## config.mk

```make
export PLATFORM = sky130hd
export DESIGN_NAME = lcd_win_ctrl
export DESIGN_NICKNAME = d
export VERILOG_FILES = /design/src/rtl/lcd_win_ctrl.sv
export SDC_FILE = /design/constraint.sdc
export NUM_CORES = 1
export LEC_CHECK = 0
export ABC_AREA = 1
export BUFFER_PORTS_ARGS = -buffer_cell sky130_fd_sc_hd__buf_2
export CORE_UTILIZATION = 60
export DETAILED_ROUTE_END_ITERATION = 10
export PLACE_DENSITY_LB_ADDON = 0.05
export SYNTH_ARGS = -nofsm -noshare
export SYNTH_HDL_FRONTEND = slang
export SYNTH_SLANG_ARGS = --single-unit
```

## constraint.sdc

```tcl
create_clock -name clk -period 5.2 [get_ports clk]
set_input_delay 0.52 -clock clk [delete_from_list [all_inputs] [get_ports clk]]
set_output_delay 0.52 -clock clk [all_outputs]
set_load 0.005 [all_outputs]
```

## src/rtl/lcd_win_ctrl.sv

```systemverilog
// Windowed LCD pixel server: loads a raster image, then streams a WIN x WIN
// window whose origin and horizontal mirroring are steered by commands.
module lcd_win_ctrl #(
  parameter int DW    = 8,
  parameter int IMG_W = 6,
  parameter int IMG_H = 6,
  parameter int WIN   = 3
) (
  input  logic          clk,
  input  logic          reset,
  input  logic [DW-1:0] datain,
  input  logic [2:0]    cmd,
  input  logic          cmd_valid,
  output logic [DW-1:0] dataout,
  output logic          output_valid,
  output logic          busy
);

  localparam int NPIX = IMG_W * IMG_H;
  localparam int AW   = (NPIX > 1)  ? $clog2(NPIX)  : 1;
  localparam int RW   = (IMG_H > 1) ? $clog2(IMG_H) : 1;
  localparam int CW   = (IMG_W > 1) ? $clog2(IMG_W) : 1;
  localparam int WW   = (WIN > 1)   ? $clog2(WIN)   : 1;

  localparam int MAX_ROW = IMG_H - WIN;
  localparam int MAX_COL = IMG_W - WIN;
  localparam int DEF_ROW_RAW = (IMG_H / 2 > 0) ? IMG_H / 2 - 1 : 0;
  localparam int DEF_COL_RAW = (IMG_W / 2 > 0) ? IMG_W / 2 - 1 : 0;
  localparam int DEF_ROW = (DEF_ROW_RAW > MAX_ROW) ? MAX_ROW : DEF_ROW_RAW;
  localparam int DEF_COL = (DEF_COL_RAW > MAX_COL) ? MAX_COL : DEF_COL_RAW;

  localparam logic [1:0] ST_IDLE = 2'd0;
  localparam logic [1:0] ST_LOAD = 2'd1;
  localparam logic [1:0] ST_MOVE = 2'd2;
  localparam logic [1:0] ST_OUT  = 2'd3;

  localparam logic [2:0] CMD_REFRESH = 3'd0;
  localparam logic [2:0] CMD_LOAD    = 3'd1;
  localparam logic [2:0] CMD_RIGHT   = 3'd2;
  localparam logic [2:0] CMD_LEFT    = 3'd3;
  localparam logic [2:0] CMD_UP      = 3'd4;
  localparam logic [2:0] CMD_DOWN    = 3'd5;
  localparam logic [2:0] CMD_MIRROR  = 3'd6;
  localparam logic [2:0] CMD_HOME    = 3'd7;

  logic [DW-1:0] img_mem [NPIX];

  logic [1:0]    state_reg;
  logic [2:0]    cmd_reg;
  logic          busy_reg;
  logic          output_valid_reg;
  logic [DW-1:0] dataout_reg;
  logic [RW-1:0] orow_reg, orow_next;
  logic [CW-1:0] ocol_reg, ocol_next;
  logic          mirror_reg, mirror_next;
  logic [AW-1:0] load_cnt_reg;
  logic [WW-1:0] win_r_reg, win_c_reg;

  logic [AW-1:0] rd_addr;
  logic          win_last;
  int            pix_row, pix_col;

  // Image store: write-only from LOAD, never reset so contents survive reset.
  always_ff @(posedge clk) begin
    if (state_reg == ST_LOAD)
      img_mem[load_cnt_reg] <= datain;
  end

  always_comb begin
    pix_row = int'(orow_reg) + int'(win_r_reg);
    if (mirror_reg)
      pix_col = int'(ocol_reg) + (WIN - 1 - int'(win_c_reg));
    else
      pix_col = int'(ocol_reg) + int'(win_c_reg);
    rd_addr = AW'(pix_row * IMG_W + pix_col);
  end

  assign win_last = (win_r_reg == WW'(WIN - 1)) && (win_c_reg == WW'(WIN - 1));

  // Origin/mirror update applied during the single MOVE cycle.
  always_comb begin
    orow_next   = orow_reg;
    ocol_next   = ocol_reg;
    mirror_next = mirror_reg;
    case (cmd_reg)
      CMD_RIGHT:  if (ocol_reg < CW'(MAX_COL)) ocol_next = ocol_reg + CW'(1);
      CMD_LEFT:   if (ocol_reg != '0)          ocol_next = ocol_reg - CW'(1);
      CMD_DOWN:   if (orow_reg < RW'(MAX_ROW)) orow_next = orow_reg + RW'(1);
      CMD_UP:     if (orow_reg != '0)          orow_next = orow_reg - RW'(1);
      CMD_MIRROR: mirror_next = ~mirror_reg;
      CMD_HOME: begin
        orow_next = RW'(DEF_ROW);
        ocol_next = CW'(DEF_COL);
      end
      default: ;
    endcase
  end

  always_ff @(posedge clk or posedge reset) begin
    if (reset) begin
      state_reg        <= ST_IDLE;
      cmd_reg          <= CMD_REFRESH;
      busy_reg         <= 1'b0;
      output_valid_reg <= 1'b0;
      dataout_reg      <= '0;
      orow_reg         <= RW'(DEF_ROW);
      ocol_reg         <= CW'(DEF_COL);
      mirror_reg       <= 1'b0;
      load_cnt_reg     <= '0;
      win_r_reg        <= '0;
      win_c_reg        <= '0;
    end else begin
      case (state_reg)
        ST_IDLE: begin
          output_valid_reg <= 1'b0;
          if (cmd_valid && !busy_reg) begin
            cmd_reg      <= cmd;
            busy_reg     <= 1'b1;
            load_cnt_reg <= '0;
            win_r_reg    <= '0;
            win_c_reg    <= '0;
            if (cmd == CMD_REFRESH)
              state_reg <= ST_OUT;
            else if (cmd == CMD_LOAD)
              state_reg <= ST_LOAD;
            else
              state_reg <= ST_MOVE;
          end
        end
        ST_LOAD: begin
          load_cnt_reg <= load_cnt_reg + AW'(1);
          if (load_cnt_reg == AW'(NPIX - 1)) begin
            orow_reg   <= RW'(DEF_ROW);
            ocol_reg   <= CW'(DEF_COL);
            mirror_reg <= 1'b0;
            state_reg  <= ST_OUT;
          end
        end
        ST_MOVE: begin
          orow_reg   <= orow_next;
          ocol_reg   <= ocol_next;
          mirror_reg <= mirror_next;
          state_reg  <= ST_OUT;
        end
        default: begin
          // Registered read doubles as the output register.
          dataout_reg      <= img_mem[rd_addr];
          output_valid_reg <= 1'b1;
          if (win_last) begin
            win_r_reg <= '0;
            win_c_reg <= '0;
            busy_reg  <= 1'b0;
            state_reg <= ST_IDLE;
          end else if (win_c_reg == WW'(WIN - 1)) begin
            win_c_reg <= '0;
            win_r_reg <= win_r_reg + WW'(1);
          end else begin
            win_c_reg <= win_c_reg + WW'(1);
          end
        end
      endcase
    end
  end

  assign dataout      = dataout_reg;
  assign output_valid = output_valid_reg;
  assign busy         = busy_reg;

endmodule

```

==> results of run 1 <==
==> worst register-to-register path, stage by stage (launching register included) <==
cell	delay [ps]
dfrtp_1	410
ha_1	230
fa_1	580
ha_1	230
fa_1	440
ha_1	400
xnor2_2	680
inv_2	330
nand3_1	190
nand3_1	100
nand3_1	120
a21oi_1	70
==> per-stage QoR <==
step           std cells  hold slack, ps  worst slack, ps  util (%)
3_3_place_gp        1724           475.3             1442     62.81
2_1_floorplan       1434           476.3             2056         -
4_1_cts             1783           104.1             1327     66.93
3_5_place_dp        1724           479.7             1330     62.81
6_report            1783           104.8             1293     66.93
5_1_grt             1783           142.7             1024     66.93
==> cell type report <==
cell class	instances	area, um^2	area share, %
well taps	319	399.1	2.526
multi-input cells	871	4111	26.02
clock buffers	46	917.1	5.803
repair buffers	32	182.7	1.156
clock inverters	13	56.30	0.3563
flip-flops and latches	320	9452	59.81
inverters	182	685.7	4.339
==> how the worst max path moves through the flow <==
stage	end	slack (ps)	cells past startpoint
after floorplan	dataout[0]	2060	16
after global placement	dataout[0]	1440	11
after detailed placement	dataout[0]	1330	11
after CTS	dataout[0]	1330	11
after global routing	dataout[3]	1020	11
final	dataout[0]	1290	11
==> cells in the final DEF (no fill, tap or decap), types with 2 or more instances in the layout <==
cell type / synthesis / final
o22ai_1: 13 / 13
nand4_1: 4 / 4
nand2_1: 390 / 390
nand3b_1: 2 / 2
clkbuf_16: 0 / 35
xnor2_1: 3 / 3
dfrtp_1: 30 / 30
inv_2: 3 / 2
nand2_2: 2 / 2
a21oi_1: 27 / 27
clkbuf_1: 18 / 11
clkinv_1: 0 / 10
xor2_1: 7 / 7
o21ai_0: 57 / 57
dfstp_2: 2 / 2
ha_1: 23 / 21
nor2_1: 115 / 115
or2_2: 2 / 2
nand3_1: 211 / 211
buf_4: 5 / 9
edfxtp_1: 288 / 288
buf_2: 28 / 23
inv_1: 179 / 179
fa_1: 7 / 7
clkinv_2: 0 / 2
nor3_1: 2 / 2
==> cells by family (layout without fill, tap and decap cells) <==
logic type	after synthesis	after routing	synth area share [%]
flip-flops	320	320	64.92
adder cells (fa/ha/maj)	30	30	2.939
AO/OA/AOI/OAI	101	101	3.652
XOR/XNOR	11	11	0.7134
buffers and inverters	243	273	6.944
AND/OR/NAND/NOR	729	729	20.83
==> metal layers <==
| metal | share of wire [%] | routed length, um | vias up | GRT usage [%] |
|---|---|---|---|---|
| met5 | 0 | 0 | - | 0 |
| met4 | 2.2 | 775 | 0 | 8.183 |
| met3 | 7.0 | 2441 | 59 | 4.024 |
| met2 | 49 | 17160 | 350 | 48.81 |
| met1 | 41 | 14410 | 4802 | 39.26 |
| li1 | - | - | 4770 | - |
==> results.cfg, run 1 <==
[synth]
synth.cell_area_um2 = 14560
synthTopCellsByArea = edfxtp_1, nand2_1, nand3_1, dfrtp_1, inv_1
ys_ff_latch = 320
synth_fp_nets = 1478
synthCells = 1434
ys_types = 31
synth_top_cell_area_share_pct = 59.40
synth_top_cell_by_area = edfxtp_1
yosys-top-cells-count = nand2_1, edfxtp_1, nand3_1
yosysMostFrequentCell = nand2_1
synth_edf_count = 288
synthArstFlopShare_pct = 10.00
ys_seq_area_share_pct = 64.92
ys.warnings.count = 0
synth_ff_type = edfxtp_1
avgSynthCellArea_um2 = 10.15

[floorplanning]
start_util_pct = 61.66
dieArea_um2 = 24890
std_cell_rows = 56
boundaryPins = 24
coreArea_um2 = 23610
die_x_um = 157.8
die_h_um = 157.8

[worst_setup_path]
r2r_setup_slack_ps = 1290
crit-reg2reg-capture = dataout[0]
critical_path.slowest_cell = xnor2_2
rr_worst_depth = 11
critPathBufInv = 1
worstSetupStartpointType = flop
cp_cell_sequence = ha_1 -> fa_1 -> ha_1 -> fa_1 -> ha_1 -> xnor2_2 -> inv_2 -> nand3_1 -> nand3_1 -> nand3_1 -> a21oi_1
rr_startpoint = win_r_reg[0]
critPathKind = flop to flop
cpPeakStageDelay_ps = 680
cp-end-kind = flop
worstPathArrival_ps = 4300
cp_max_fo = 17
cpLargestDelayFamily = adder cells
cp.required_ps = 5590
crit_start = win_r_reg[0]

[cts]
cts_sinks = 320
numCtsBuffers = 34
root_buffer = clkbuf_16
clk_path_buf_depth = 3
post-cts-setup-buffers = 0
cts.clk_slew.worst_paths_ps = 60
cts_max_level = 2
post_cts_hold_buffer_count = 0
cts_tree = built
clkLatencyLatePin_ps = 510
cts_resized = 0

[layout]
fillCellCount = 1886
fin_nets = 1485
syn_to_final_growth_pct = 8.551
diodes = 0
drive_gt1_share_pct = 5.601
largest_register_ffs = 288
design_area_um2 = 15800

[grt]
grt-ovfl-total = 0
grt_util_all_layers_pct = 28.91
grt_max_degree = 88
grt_pass1_vias = 9236
grt_pass1_wl_mm = 52.58
antenna_found_initial = 0

[routing]
dr.pass1.iters = 5
first_iter_violations = 774
viasPerCell = 5.598
drc = 0
wire_per_inst_um = 19.51
drtAntennaViolNets = 0
vias = 9981
totalWireLength_mm = 34.78

[job]
drv_cap = 0

[timing]
setup_viol = 0
slew_headroom_pct = 18.28
setup-tns-final_ps = 0
fin_crit_sh_pct = 75.14
tightest_slew_ps = 1226
slew_violations = 0
skew_ps = 10.65
finalHoldViolations = 0
max_freq_ghz = 0.2559
min_period_ps = 3907
rsz0062_at_grt = no

[placement]
dp_hpwl_mm = 21.75
port_buffers = 23
routabilityCongestion = 0.8959
post_dp_cell_area_um2 = 14830

[status]
status = finished clean

[worst_hold_path]
hp-class = input port to asynchronous set/reset pin
Power of run 1 is left out: the tool's default activity adds up to more than one toggle a clock period on the data nets, which glitch-free logic cannot reach.
==> run 2: changes to the inputs <==
Clock period 5.2 ns to 4.1 ns, I/O delays scaled along.
==> run 2 against run 1 <==
Non-clock buffer count up 5; sequential share of layout area decreased by 0.53 points; final cell count up 0.17%; clock-buffer cell count fell by 4; utilization is 0.60 points higher; via count down 1.1%; wire length hardly changed; design area is 0.90% higher; critical endpoint is now dataout[4].
==> results.cfg, run 2 (same netlist as run 1, synthesis figures left out) <==
[status]
status = finished clean

[layout]
final_cell_mix = nand2_1, edfxtp_1, nand3_1
layout_commonest_cell = nand2_1
fin_nets = 1490
largest_register_ffs = 288
drive_gt1_share_pct = 6.203
syn_to_final_growth_pct = 9.530
multiInputGateArea_um2 = 4111
final-seq-area_um2 = 9452
diodes = 0
fillCellCount = 1864

[grt]
grt-ovfl-total = 0
grt_pass1_wl_mm = 52.75
antenna_found_initial = 0
grt_util_met2_pct = 47.45
grt.busiest_layer = met2
use_met3_pct = 4.763
grt_max_degree = 144
grt_util_all_layers_pct = 29.13
grt_pass1_vias = 9235
use_met1_pct = 40.03

[worst_setup_path]
critical_path.slowest_cell = fa_1
crit-reg2reg-capture = dataout[4]
rr_worst_depth = 12
critPathKind = flop to flop
cp_cell_sequence = ha_1 -> fa_1 -> ha_1 -> fa_1 -> ha_1 -> a21oi_1 -> nand3b_1 -> nand2_1 -> inv_1 -> nand3_1 -> nand3_1 -> a21oi_1
r2r_setup_slack_ps = 550
cpLargestDelayFamily = adder cells
worstPathArrival_ps = 3990
cp_max_fo = 9
worstSetupStartpointType = flop
critPathMostFrequentCell = ha_1
cp.depth = 12
cpPeakStageDelay_ps = 580
critPathBufInv = 1
rr_startpoint = win_r_reg[0]
cp-end-kind = flop
cp.required_ps = 4540

[worst_hold_path]
hp-class = input port to flop
hold_start = cmd[2]
hold_end = cmd_reg[2]
min_path_cells = 3

[timing]
final.setup.worst_slack_ps = 547.5
min_period_ps = 3552
setup-tns-final_ps = 0
slew_violations = 0
setup_viol = 0
skew_ps = 14.24
rsz0062_at_grt = no
max_freq_ghz = 0.2815
finalHoldViolations = 0
fin_crit_sh_pct = 86.65
slew_headroom_pct = 39.80
tightest_slew_ps = 899.7

[floorplanning]
std_cell_rows = 56
die_x_um = 157.8
die_h_um = 157.8
coreArea_um2 = 23610
dieArea_um2 = 24890
start_util_pct = 61.66
boundaryPins = 24

[cts]
cts_resized = 0
cts_max_level = 2
cts_tree = built
clkLatencyLatePin_ps = 510
root_buffer = clkbuf_16
numCtsBuffers = 34
cts_sinks = 320
clk_path_buf_depth = 3
cts.clk_slew.worst_paths_ps = 60

[job]
drv_cap = 0

[placement]
routabilityCongestion = 0.8759
place_ws_ps = 590.8
port_buffers = 23
dp_hpwl_mm = 21.74

[routing]
first_iter_violations = 1090
vias = 9867
drtAntennaViolNets = 0
totalWireLength_mm = 34.80
wire_per_inst_um = 19.49
viasPerCell = 5.525
dr.pass1.iters = 5
drc = 0
-- run 2: cell count changes in the layout (fill, tap and decap cells not counted), sizes merged --
cell | before | now
inv | 183 | 184
clkbuf | 46 | 42
bufinv | 0 | 2
dlygate4sd3 | 0 | 1
clkinv | 12 | 11
buf | 32 | 36
-- run 2: worst min-delay path, delay by kind of cell --
family	cells	cell delay, ps
AOI/OAI and AO/OA	1	70
buffers and inverters	2	140
-- run 2: how the worst max path moves through the flow --
stage,start,end,slack (ps)
final,win_r_reg[0],dataout[4],550
after floorplan,win_r_reg[0],dataout[0],960
after global placement,win_r_reg[0],dataout[4],630
after global routing,win_r_reg[0],dataout[5],340
after CTS,win_r_reg[0],dataout[6],570
after detailed placement,win_r_reg[0],dataout[6],590
-- run 2: layer usage --
layer / wire length (um) / vias to the layer above
met5: 0 / -
li1: - / 4782
met3: 2545 / 71
met4: 1025 / 0
met1: 14580 / 4636
met2: 16650 / 378
-- run 2: layout make-up --
cell class | count | share of cell area [%]
Timing Repair Buffer | 37 | 1.710
Tap cell | 319 | 2.503
Clock inverter | 15 | 0.7768
Sequential cell | 320 | 59.27
Multi-Input combinational cell | 871 | 25.78
Inverter | 182 | 4.300
Clock buffer | 42 | 5.657
-- run 2: through the flow --
step	cells	utilization (%)	hold slack (ps)	cell area, um^2
finish	1786	67.53	154.5	15950
global route	1786	67.53	177.3	15950
CTS	1786	67.53	149.4	15950
detailed placement	1728	63.15	497.6	14910
global placement	1728	63.15	480.7	14910
floorplan	1434	-	476.3	14560
-- run 2: repair_timing --
item                                   4_1_cts  5_1_grt
setup endpoints to repair                    0        0
hold buffers                                 1        0
setup buffers                                0        0
endpoints found under the hold margin        4        0
Power of run 2 is left out for the same reason.
